<file path="src/rtl/up_counter_bounded_if.sv">
// Bus bundle for up_counter_bounded: count enable in, count/at_max/overflow out.
// The master drives the enable; the slave (the counter) drives the status.
interface up_counter_bounded_if #(
    parameter int WIDTH = 4
);
    logic             en;
    logic [WIDTH-1:0] count;
    logic             at_max;
    logic             overflow;

    modport master (
        output en,
        input  count,
        input  at_max,
        input  overflow
    );

    modport slave (
        input  en,
        output count,
        output at_max,
        output overflow
    );
endinterface

</file>
<file path="src/rtl/up_counter_bounded.sv">
// Bounded up-counter that saturates at MAX and pulses overflow on enabled edges at MAX.
// Defining UP_COUNTER_WRAP_EN makes the counter wrap to 0 after MAX instead of saturating.
module up_counter_bounded #(
    parameter int WIDTH = 4,
    parameter int MAX   = 15
) (
    input  logic                  i_clk,
    input  logic                  i_rst,
    up_counter_bounded_if.slave   bus
);
    localparam logic [WIDTH-1:0] MAX_V = WIDTH'(MAX);

    generate
        if (MAX < 1 || MAX > (2 ** WIDTH) - 1) begin : g_bad_max
            $error("up_counter_bounded: MAX=%0d outside 1..2^WIDTH-1 for WIDTH=%0d", MAX, WIDTH);
        end
    endgenerate

    // Power-up values match the post-reset state; the parent may never assert reset first.
    logic [WIDTH-1:0] r_count    = '0;
    logic             r_overflow = 1'b0;
    logic             w_at_max;
    logic [WIDTH-1:0] w_count_nxt;

    // Equality compare against MAX so MAX = 2^WIDTH-1 needs no carry-out.
    assign w_at_max = (r_count == MAX_V);

    always_comb begin
        w_count_nxt = r_count + WIDTH'(1);
        if (w_at_max) begin
`ifdef UP_COUNTER_WRAP_EN
            w_count_nxt = '0;
`else
            w_count_nxt = MAX_V;
`endif
        end
    end

    always_ff @(posedge i_clk) begin
        if (i_rst) begin
            r_count    <= '0;
            r_overflow <= 1'b0;
        end else if (bus.en) begin
            r_count    <= w_count_nxt;
            r_overflow <= w_at_max;
        end else begin
            r_overflow <= 1'b0;
        end
    end

    assign bus.count    = r_count;
    assign bus.at_max   = w_at_max;
    assign bus.overflow = r_overflow;
endmodule

</file>
<file path="src/flat_wrapper.sv">
// flat-port wrapper written by rule: the top's interface ports become plain ports
module up_counter_bounded_flat 
#(
    parameter int WIDTH = 4,
    parameter int MAX   = 15
)
  (i_clk, i_rst, bus_en, bus_count, bus_at_max, bus_overflow);
  up_counter_bounded_if #(.WIDTH(WIDTH)) bus_i ();
  input  logic i_clk;
  input  logic i_rst;
  input wire logic [$bits(bus_i.en)-1:0] bus_en;
  output wire logic [$bits(bus_i.count)-1:0] bus_count;
  output wire logic [$bits(bus_i.at_max)-1:0] bus_at_max;
  output wire logic [$bits(bus_i.overflow)-1:0] bus_overflow;
  assign bus_i.en = bus_en;
  assign bus_count = bus_i.count;
  assign bus_at_max = bus_i.at_max;
  assign bus_overflow = bus_i.overflow;
  up_counter_bounded #(.WIDTH(WIDTH), .MAX(MAX)) u_core (.i_clk(i_clk), .i_rst(i_rst), .bus(bus_i));
endmodule
</file>
<file path="config.mk">
export PLATFORM = sky130hd
export DESIGN_NAME = up_counter_bounded_flat
export DESIGN_NICKNAME = d
export VERILOG_FILES = /design/src/rtl/up_counter_bounded_if.sv /design/src/rtl/up_counter_bounded.sv /design/src/flat_wrapper.sv
export SDC_FILE = /design/constraint.sdc
export NUM_CORES = 1
export LEC_CHECK = 0
export BUFFER_PORTS_ARGS = -buffer_cell sky130_fd_sc_hd__buf_2
export CAP_MARGIN = 15
export CORE_AREA = 2 2 39 41
export DETAILED_ROUTE_END_ITERATION = 10
export DIE_AREA = 0 0 41 43
export GPL_ROUTABILITY_DRIVEN = 0
export PLACE_DENSITY = 0.43
export SETUP_SLACK_MARGIN = 0.05
export SYNTH_ARGS = -nofsm -noshare
export SYNTH_HDL_FRONTEND = slang
export SYNTH_SLANG_ARGS = --single-unit
</file>
<file path="constraint.sdc">
create_clock -name i_clk -period 3.35 [get_ports i_clk]
set_clock_uncertainty 0.2 [all_clocks]
set_input_delay 0.67 -clock i_clk [delete_from_list [all_inputs] [get_ports i_clk]]
set_output_delay 0.67 -clock i_clk [all_outputs]
set_load 0.005 [all_outputs]
</file>
==> qor.yml, run 1 <==
status:
  status: "finished clean"
cells_and_area:
  drive_gt1_frac: 0.4242
  antennaDiodeCount: 0
  stdcell_area_um2: 311.5
  syn2layout_area_growth_pct: 35.33
  final_nets: 38
die:
  core_area_mm2: 0.001384
  initial_core_util: 0.1664
  die_y_um: 43
  io_pins: 9
  fp.dieW_um: 41
  row_count: 14
  design.die.area_mm2: 0.001763
grt:
  grt_max_degree: 10
  grt_overflow: 0
  grt_pass1_vias: 207
  antenna_found_initial: 0
  grt_first_pass_wirelength_um: 862
  grt_usage: 0.07430
clock_tree:
  clock_latency_ns: 0.24
  tritoncts: "yes"
  cts_sinks: 5
  cts-htree-levels: 1
  path_clk_slew_ns: 0.05
  clockBufferDepth: 2
  clockRootBuffer: "clkbuf_4"
  cts_setup_buffers: 0
  hold_buffers: 0
  cts_made_buffers: 3
  cts.repair.resized: 0
timing:
  hold_viol_final: 0
  period_minus_slack_ns: 2.069
  worst_pin_slew_ns: 0.2061
  max_freq_ghz: 0.4832
  rsz0062_at_grt: "false"
  fin_crit_sh: 0.6178
  maxSlewHeadroom: 0.8617
  setup_viol: 0
  drv_slew: 0
  tns_ns: 0
power:
  sw_frac_of_total: 0.2339
  vdd_ir_drop_max_mv: 0.2474
  power.switching_mw: 0.03433
  p_leak_nw: 0.1477
  power.share.sequential: 0.446
  power_frac_comb: 0.077
  p_int_mw: 0.1124
  p_clk_frac: 0.478
  power.density_mw_per_mm2: 471.0
setup_path:
  crit_buf_inv: 2
  cp_max_fo: 6
  slowest_delay_ns: 0.41
  required_ns: 2.48
  cp-start-kind: "flip-flop"
  critical_path_class: "reg -> out"
  slowest_stage: "dfxtp_1"
  reg2reg_slack_ns: 1.99
  crit_chain: "ha_1 -> nand3_2 -> inv_1 -> buf_2"
  cp_data_arrival_time_ns: 1.20
  crit_path_end_kind: "output pin"
  cp_top_family: "flip-flops"
worst_hold_path:
  min_path_type: "reg -> reg"
logic_synthesis:
  ys_warn_count: 0
  ys_seq_area_frac: 0.4348
  avgSynthCellArea_um2: 10.46
  synthCells: 22
  yosys_register_bits: 5
  syn_area_um2: 230.2
  ys_types: 17
  synthesis.nets: 26
placed_design:
  placed_area_um2: 285.3
  hpwl_um: 349.5
  port-buffer-count: 8
routing:
  first_pass_iters: 3
  dr_total_vias: 213
  wirelength_um: 477
  avgViaCountPerCell: 4.347
  drtAntennaViolNets: 0
  drt_iter0_drc: 2
  post_drt_wl_per_cell_um: 9.735
  drc: 0
job:
  drv_cap: 0
==> placed cells by master (no fill, tap or decap), drive strengths merged <==
cell	synthesis	routed
a211oi	1	1
a21oi	1	1
a311oi	1	1
a31oi	1	1
a41oi	1	1
and4	1	1
and4b	1	1
buf	1	8
clkbuf	0	4
dfxtp	5	5
ha	1	1
inv	2	2
nand3	1	1
nor2	1	1
nor2b	1	1
nor3	1	1
nor3b	1	1
o21bai	1	1
==> synthesized netlist by cell type (all sizes together) <==
| cell type | number | area share |
|---|---|---|
| nor3 | 1 | 0.043 |
| a211oi | 1 | 0.054 |
| and4b | 1 | 0.043 |
| inv | 2 | 0.033 |
| nor3b | 1 | 0.033 |
| nand3 | 1 | 0.043 |
| o21bai | 1 | 0.033 |
| buf | 1 | 0.022 |
| a41oi | 1 | 0.038 |
| a311oi | 1 | 0.038 |
| ha | 1 | 0.054 |
| nor2 | 1 | 0.016 |
| and4 | 1 | 0.038 |
| a21oi | 1 | 0.022 |
| nor2b | 1 | 0.027 |
| dfxtp | 5 | 0.43 |
| a31oi | 1 | 0.027 |
==> sequential cells by signal, indices dropped and copies added (netlist names) <==
register,count
u_core.bus.count,4
u_core.bus.overflow,1
==> kinds of logic after synthesis <==
| kind of cell | count (synthesis) | synth area share |
|---|---|---|
| AOI/OAI and AO/OA | 6 | 0.2120 |
| and+or+nand+nor | 7 | 0.2446 |
| adders and majority gates | 1 | 0.05434 |
| buffers and inverters | 3 | 0.05434 |
| DFF | 5 | 0.4348 |
==> final timing paths <==
kind | startpoint | end | cells after the start
worst max-delay path | u_core.bus.count[0] | bus_at_max | 4
worst min-delay path | u_core.bus.count[1] | u_core.bus.count[1] | 2
worst max register to register | u_core.bus.count[0] | u_core.bus.count[1] | 3
worst min register to register | u_core.bus.count[1] | u_core.bus.count[1] | 2
==> power by group through the flow <==
stage | registers, mW | clock network (mW) | logic (mW)
5_1_grt | 0.0658 | 0.0779 | 0.0131
4_1_cts | 0.0654 | 0.0730 | 0.0114
3_3_place_gp | 0.0663 | 0 | 0.0113
2_1_floorplan | 0.0660 | 0 | 0.00630
3_5_place_dp | 0.0665 | 0 | 0.0114
6_report | 0.0654 | 0.0701 | 0.0113
==> area by class of cell <==
type	count	area, um2
tap	16	20.02
clock buffer	4	26.28
timing repair buffer	8	40.04
inverter	2	7.507
sequential	5	100.1
fill	153	1072
multi-input combinational	14	117.6
==> tightest hold or removal path, cell delays in order (launching register included) <==
cell      delay (ns)
dfxtp_1         0.34
nor2_1          0.10
a311oi_1        0.05
==> per-stage QoR <==
step	setup slack (ns)	power [mW]	hold WS, ns	cells	util
5_1_grt	1.185	0.1567	0.4003	49	0.2251
3_3_place_gp	1.561	0.07756	0.3366	45	0.2061
6_report	1.281	0.1467	0.3448	49	0.2251
3_5_place_dp	1.545	0.07782	0.3398	45	0.2061
2_1_floorplan	1.690	0.07229	0.3060	22	-
4_1_cts	1.278	0.1498	0.3460	49	0.2251
==> routing by layer <==
layer	up-vias	global-route usage	share of wire
li1	105	-	-
met1	97	0.09325	0.46
met2	11	0.09063	0.38
met3	0	0.06806	0.16
met4	0	0.02000	0
met5	-	0	0
Note: power is estimated with default switching activity, not from simulation.
==> inputs of run 2 (changes only) <==
clock period = 2.2 ns   (was 3.35 ns; I/O delays follow)
==> run 2 against run 1 <==
Compared with the run above: register-to-register slack worse by 1.2 ns; sequential share of layout area stayed put; total power is 53% higher; die area stayed put; wire length is 1.5% higher; critical path type unchanged; largest cell class unchanged; largest power group unchanged.
==> qor.yml, run 2 (synthesis gave the netlist of run 1 again) <==
clock_tree:
  path_clk_slew_ns: 0.05  # about the same
  cts-htree-levels: 1  # unchanged
  tritoncts: "yes"
  clockRootBuffer: "clkbuf_4"
  cts_setup_buffers: 0  # unchanged
  clock_latency_ns: 0.25  # about the same
  hold_buffers: 0  # unchanged
  cts.repair.resized: 0  # unchanged
  cts_made_buffers: 3  # unchanged
  cts_sinks: 5  # unchanged
  clockBufferDepth: 2  # unchanged
cells_and_area:
  fillCellCount: 161  # +5.2%
  largest_reg_flops: 4  # unchanged
  multi_input_area_um2: 117.6  # unchanged
  final_nets: 38  # unchanged
  syn2layout_area_growth_pct: 35.33  # unchanged
  drive_gt1_frac: 0.4242  # unchanged
  layout_commonest_cell: "buf_2"
  ff_latch_area_um2: 100.1  # unchanged
  final_cell_mix: "8 x buf_2, 5 x dfxtp_1, 3 x clkbuf_4"
  antennaDiodeCount: 0  # unchanged
  stdcell_area_um2: 311.5  # unchanged
placed_design:
  port-buffer-count: 8  # unchanged
  hpwl_um: 347.9  # -0.46%
  placed_area_um2: 285.3  # unchanged
worst_hold_path:
  hold_depth: 2  # unchanged
  min_path_type: "in -> reg"
routing:
  drc: 0  # unchanged
  drtAntennaViolNets: 0  # unchanged
  wirelength_um: 484  # +1.5%
  dr_total_vias: 213  # unchanged
  first_pass_iters: 2  # -1
  post_drt_wl_per_cell_um: 9.878  # +1.5%
  drt_iter0_drc: 3  # +1
  avgViaCountPerCell: 4.347  # unchanged
setup_path:
  slowest_delay_ns: 0.42  # about the same
  reg2reg_depth: 3  # unchanged
  required_ns: 1.56  # -0.92 ns
  cp_max_fo: 6  # unchanged
  reg2reg_to: "u_core.bus.count[1]"
  crit_path_end: "bus_at_max"
  crit_buf_inv: 2  # unchanged
  critical_path_class: "reg -> out"
  critPathLaunch: "u_core.bus.count[0]"
  worstReg2RegStart: "u_core.bus.count[0]"
  crit_path_end_kind: "output pin"
  crit_cells: 4  # unchanged
  cp_data_arrival_time_ns: 1.23  # +0.03 ns
  cp-start-kind: "flip-flop"
  slowest_stage: "dfxtp_1"
  cp_top_family: "flip-flops"
  reg2reg_slack_ns: 0.84  # -1.15 ns
  crit_chain: "ha_1 -> nand3_2 -> inv_1 -> buf_2"
status:
  status: "finished clean"
job:
  drv_cap: 0  # unchanged
power:
  power_frac_comb: 0.075  # -0.002
  p_clk_frac: 0.482  # +0.004
  p_leak_nw: 0.1477  # unchanged
  power.density_mw_per_mm2: 722.6  # +53%
  vdd_ir_drop_max_mv: 0.2860  # +16%
  p_int_mw: 0.1713  # +52%
  sw_frac_of_total: 0.2392  # +0.005207
  power.switching_mw: 0.05384  # +57%
  power.share.sequential: 0.443  # -0.003
timing:
  drv_slew: 0  # unchanged
  setup_viol: 0  # unchanged
  rsz0062_at_grt: "false"
  holdWs_ns: 0.2368  # -0.1080 ns
  hold_viol_final: 0  # unchanged
  worst_pin_slew_ns: 0.1926  # -0.01351 ns
  max_freq_ghz: 0.5340
  period_minus_slack_ns: 1.873
  fin_crit_sh: 0.8513
  maxSlewHeadroom: 0.8699  # +0.008250
  tns_ns: 0  # unchanged
die:
  row_count: 14  # unchanged
  io_pins: 9  # unchanged
  core_area_mm2: 0.001384  # unchanged
  fp.dieW_um: 41  # unchanged
  initial_core_util: 0.1664  # unchanged
  die_y_um: 43  # unchanged
  design.die.area_mm2: 0.001763  # unchanged
grt:
  grt_usage: 0.07631  # +0.002008
  antenna_found_initial: 0  # unchanged
  grt_overflow: 0  # unchanged
  grt_first_pass_wirelength_um: 807  # -6.4%
  grt_max_degree: 10  # unchanged
  grt_pass1_vias: 185  # -11%
run 2: power by group through the flow:
stage / clock (mW) / combinational (mW) / sequential (mW)
final: 0.109 / 0.0168 / 0.0998
after global routing: 0.123 / 0.0197 / 0.100
after CTS: 0.113 / 0.0169 / 0.0995
after detailed placement: 0 / 0.0169 / 0.101
after global placement: 0 / 0.0170 / 0.101
after floorplan: 0 / 0.00960 / 0.100
run 2: metrics by stage:
step / util / worst slack (ns) / instances / total power, mW
6_report: 0.2251 / 0.3272 / 49 / 0.2251
5_1_grt: 0.2251 / 0.2376 / 49 / 0.2425
4_1_cts: 0.2251 / 0.3397 / 49 / 0.2295
3_5_place_dp: 0.2061 / 0.6229 / 45 / 0.1181
3_3_place_gp: 0.2061 / 0.6628 / 45 / 0.1178
2_1_floorplan: - / 0.7695 / 22 / 0.1101
run 2: layout make-up:
cell class	instances	area share
tap	16	0.06426
inverter	2	0.02410
timing repair buffer	8	0.1285
sequential	5	0.3213
clock buffer	4	0.08434
multi-input combinational	14	0.3775
run 2: worst min-delay path by stage:
stage / end / start
CTS: u_core.bus.count[3] / i_rst
global route: u_core.bus.count[3] / i_rst
global placement: u_core.bus.count[0] / u_core.bus.count[0]
finish: u_core.bus.count[3] / i_rst
detailed placement: u_core.bus.count[1] / u_core.bus.count[1]
floorplan: u_core.bus.count[3] / i_rst
run 2: metal layers:
layer,part of all wire,vias to the layer above,GRT usage
met2,0.36,13,0.07188
met5,0,-,0
met1,0.49,95,0.09325
li1,-,105,-
met3,0.15,0,0.07853
met4,0,0,0.06000
==> inputs of run 3 (changes only) <==
ABC_CLOCK_PERIOD_IN_PS = 2200   (was unset)
REMOVE_ABC_BUFFERS = 1   (was unset)
==> run 3 against run 2 <==
Compared with the run above: total power fell by 1.3%; cell count stayed put; combinational power barely moved; critical path depth did not move; sequential share of layout area did not move; die area is the same; flip-flop and latch count did not move; non-clock buffer count unchanged; sequential power fell by 0.4%; global-route usage fell by 0.40 points; critical endpoint unchanged; largest cell class unchanged; largest power group unchanged.
==> qor.yml, run 3 (synthesis gave the netlist of run 1 again) <==
power:
  p_leak_nw: 0.1477  # unchanged
  power.density_mw_per_mm2: 713.4  # -1.3%
  vdd_ir_drop_max_mv: 0.2155  # -25%
  total_power_mw: 0.2223  # -1.3%
clock_tree:
  cts_setup_buffers: 0  # unchanged
  clock_latency_ns: 0.24  # about the same
  hold_buffers: 0  # unchanged
  tritoncts: "yes"
  cts_made_buffers: 3  # unchanged
  cts-htree-levels: 1  # unchanged
  cts.repair.resized: 0  # unchanged
  cts_sinks: 5  # unchanged
  path_clk_slew_ns: 0.04  # about the same
  clockRootBuffer: "clkbuf_4"
  clockBufferDepth: 2  # unchanged
timing:
  fin_crit_sh: 0.8380  # -0.01330
  holdWs_ns: 0.2337  # -0.003126 ns
  layout_setup_ws_ns: 0.3565  # +0.02926 ns
  drv_slew: 0  # unchanged
  worst_pin_slew_ns: 0.1941  # +0.001552 ns
  max_freq_ghz: 0.5424  # +1.6%
  setup_viol: 0  # unchanged
  period_minus_slack_ns: 1.844  # -0.02926 ns
  maxSlewHeadroom: 0.8689  # -0.001049
  hold_viol_final: 0  # unchanged
  tns_ns: 0  # unchanged
  rsz0062_at_grt: "false"
cells_and_area:
  ff_latch_area_um2: 100.1  # unchanged
  syn2layout_area_growth_pct: 35.33  # unchanged
  final_nets: 38  # unchanged
  multi_input_area_um2: 117.6  # unchanged
  fillCellCount: 157  # -2.5%
  final_cell_mix: "8 x buf_2, 5 x dfxtp_1, 3 x clkbuf_4"
  antennaDiodeCount: 0  # unchanged
  largest_reg_flops: 4  # unchanged
  drive_gt1_frac: 0.4242  # unchanged
  stdcell_area_um2: 311.5  # unchanged
  layout_commonest_cell: "buf_2"
die:
  io_pins: 9  # unchanged
  fp.dieW_um: 41  # unchanged
  row_count: 14  # unchanged
  initial_core_util: 0.1664  # unchanged
  design.die.area_mm2: 0.001763  # unchanged
  core_area_mm2: 0.001384  # unchanged
  die_y_um: 43  # unchanged
setup_path:
  cp_data_arrival_time_ns: 1.20  # -0.03 ns
  crit_path_end_kind: "output pin"
  cp-start-kind: "flip-flop"
  cp_max_fo: 6  # unchanged
  critPathLaunch: "u_core.bus.count[0]"
  slowest_stage: "dfxtp_1"
  reg2reg_depth: 3  # unchanged
  reg2reg_to: "u_core.bus.count[1]"
  slowest_delay_ns: 0.41  # about the same
  crit_chain: "ha_1 -> nand3_2 -> inv_1 -> buf_2"
  worstReg2RegStart: "u_core.bus.count[0]"
  critical_path_class: "reg -> out"
  required_ns: 1.56  # about the same
  reg2reg_slack_ns: 0.86  # +0.02 ns
  crit_path_end: "bus_at_max"
placed_design:
  hpwl_um: 346.9  # -0.29%
  placed_area_um2: 285.3  # unchanged
  port-buffer-count: 8  # unchanged
  pre_cts_slack_ns: 0.6153  # -0.007583 ns
grt:
  grt_first_pass_wirelength_um: 772  # -4.3%
  grt_overflow: 0  # unchanged
  grt_max_degree: 10  # unchanged
  grt_usage: 0.07229  # -0.004016
  antenna_found_initial: 0  # unchanged
  grt_pass1_vias: 186  # +0.54%
worst_hold_path:
  min_path_type: "in -> reg"
  hold_start: "i_rst"
routing:
  drtAntennaViolNets: 0  # unchanged
  wirelength_um: 467  # -3.5%
  drt_iter0_drc: 0  # -3
  avgViaCountPerCell: 4.265  # -1.9%
  dr_total_vias: 209  # -1.9%
  drc: 0  # unchanged
  first_pass_iters: 1  # -1
  post_drt_wl_per_cell_um: 9.531  # -3.5%
status:
  status: "finished clean"
job:
  drv_cap: 0  # unchanged
run 3: cell counts in the layout (fill, tap and decap cells not counted):
Identical to the previous run, type by type.
run 3: layout make-up:
class,instances,area share
Sequential cell,5,0.3213
Inverter,2,0.02410
Clock buffer,4,0.08434
Multi-Input combinational cell,14,0.3775
Tap cell,16,0.06426
Timing Repair Buffer,8,0.1285
run 3: how the worst min path moves through the flow:
stage | depth (start not counted) | end | slack [ns]
after floorplan | 1 | u_core.bus.count[3] | 0.30
after global placement | 2 | u_core.bus.count[1] | 0.34
after detailed placement | 2 | u_core.bus.count[1] | 0.32
after CTS | 2 | u_core.bus.count[3] | 0.23
after global routing | 2 | u_core.bus.count[1] | 0.23
final | 2 | u_core.bus.count[3] | 0.23
run 3: through the flow:
step / util / instances
floorplan: - / 21
detailed placement: 0.2061 / 45
finish: 0.2251 / 49
global placement: 0.2061 / 45
CTS: 0.2251 / 49
global route: 0.2251 / 49
run 3: worst max-delay path: cells and delay by family, from the launching register on:
kind                     cells  cell delay, ns
adder cells (fa/ha/maj)      1            0.25
buffers and inverters        2            0.17
flip-flops                   1            0.41
AND/OR/NAND/NOR              1            0.13
run 3: per-layer routing:
layer / track usage / part of all wire / vias up
met3: 0.06283 / 0.13 / 0
met1: 0.08039 / 0.49 / 94
met5: 0 / 0 / -
li1: - / - / 104
met4: 0.06000 / 0 / 0
met2: 0.08125 / 0.38 / 11
run 3: power breakdown:
group	total [mW]	leakage [nW]	internal (mW)	switching (mW)
logic	0.0171	0.0919	0.00800	0.00906
clock network	0.106	0.0150	0.0686	0.0372
registers	0.0994	0.0408	0.0946	0.00480
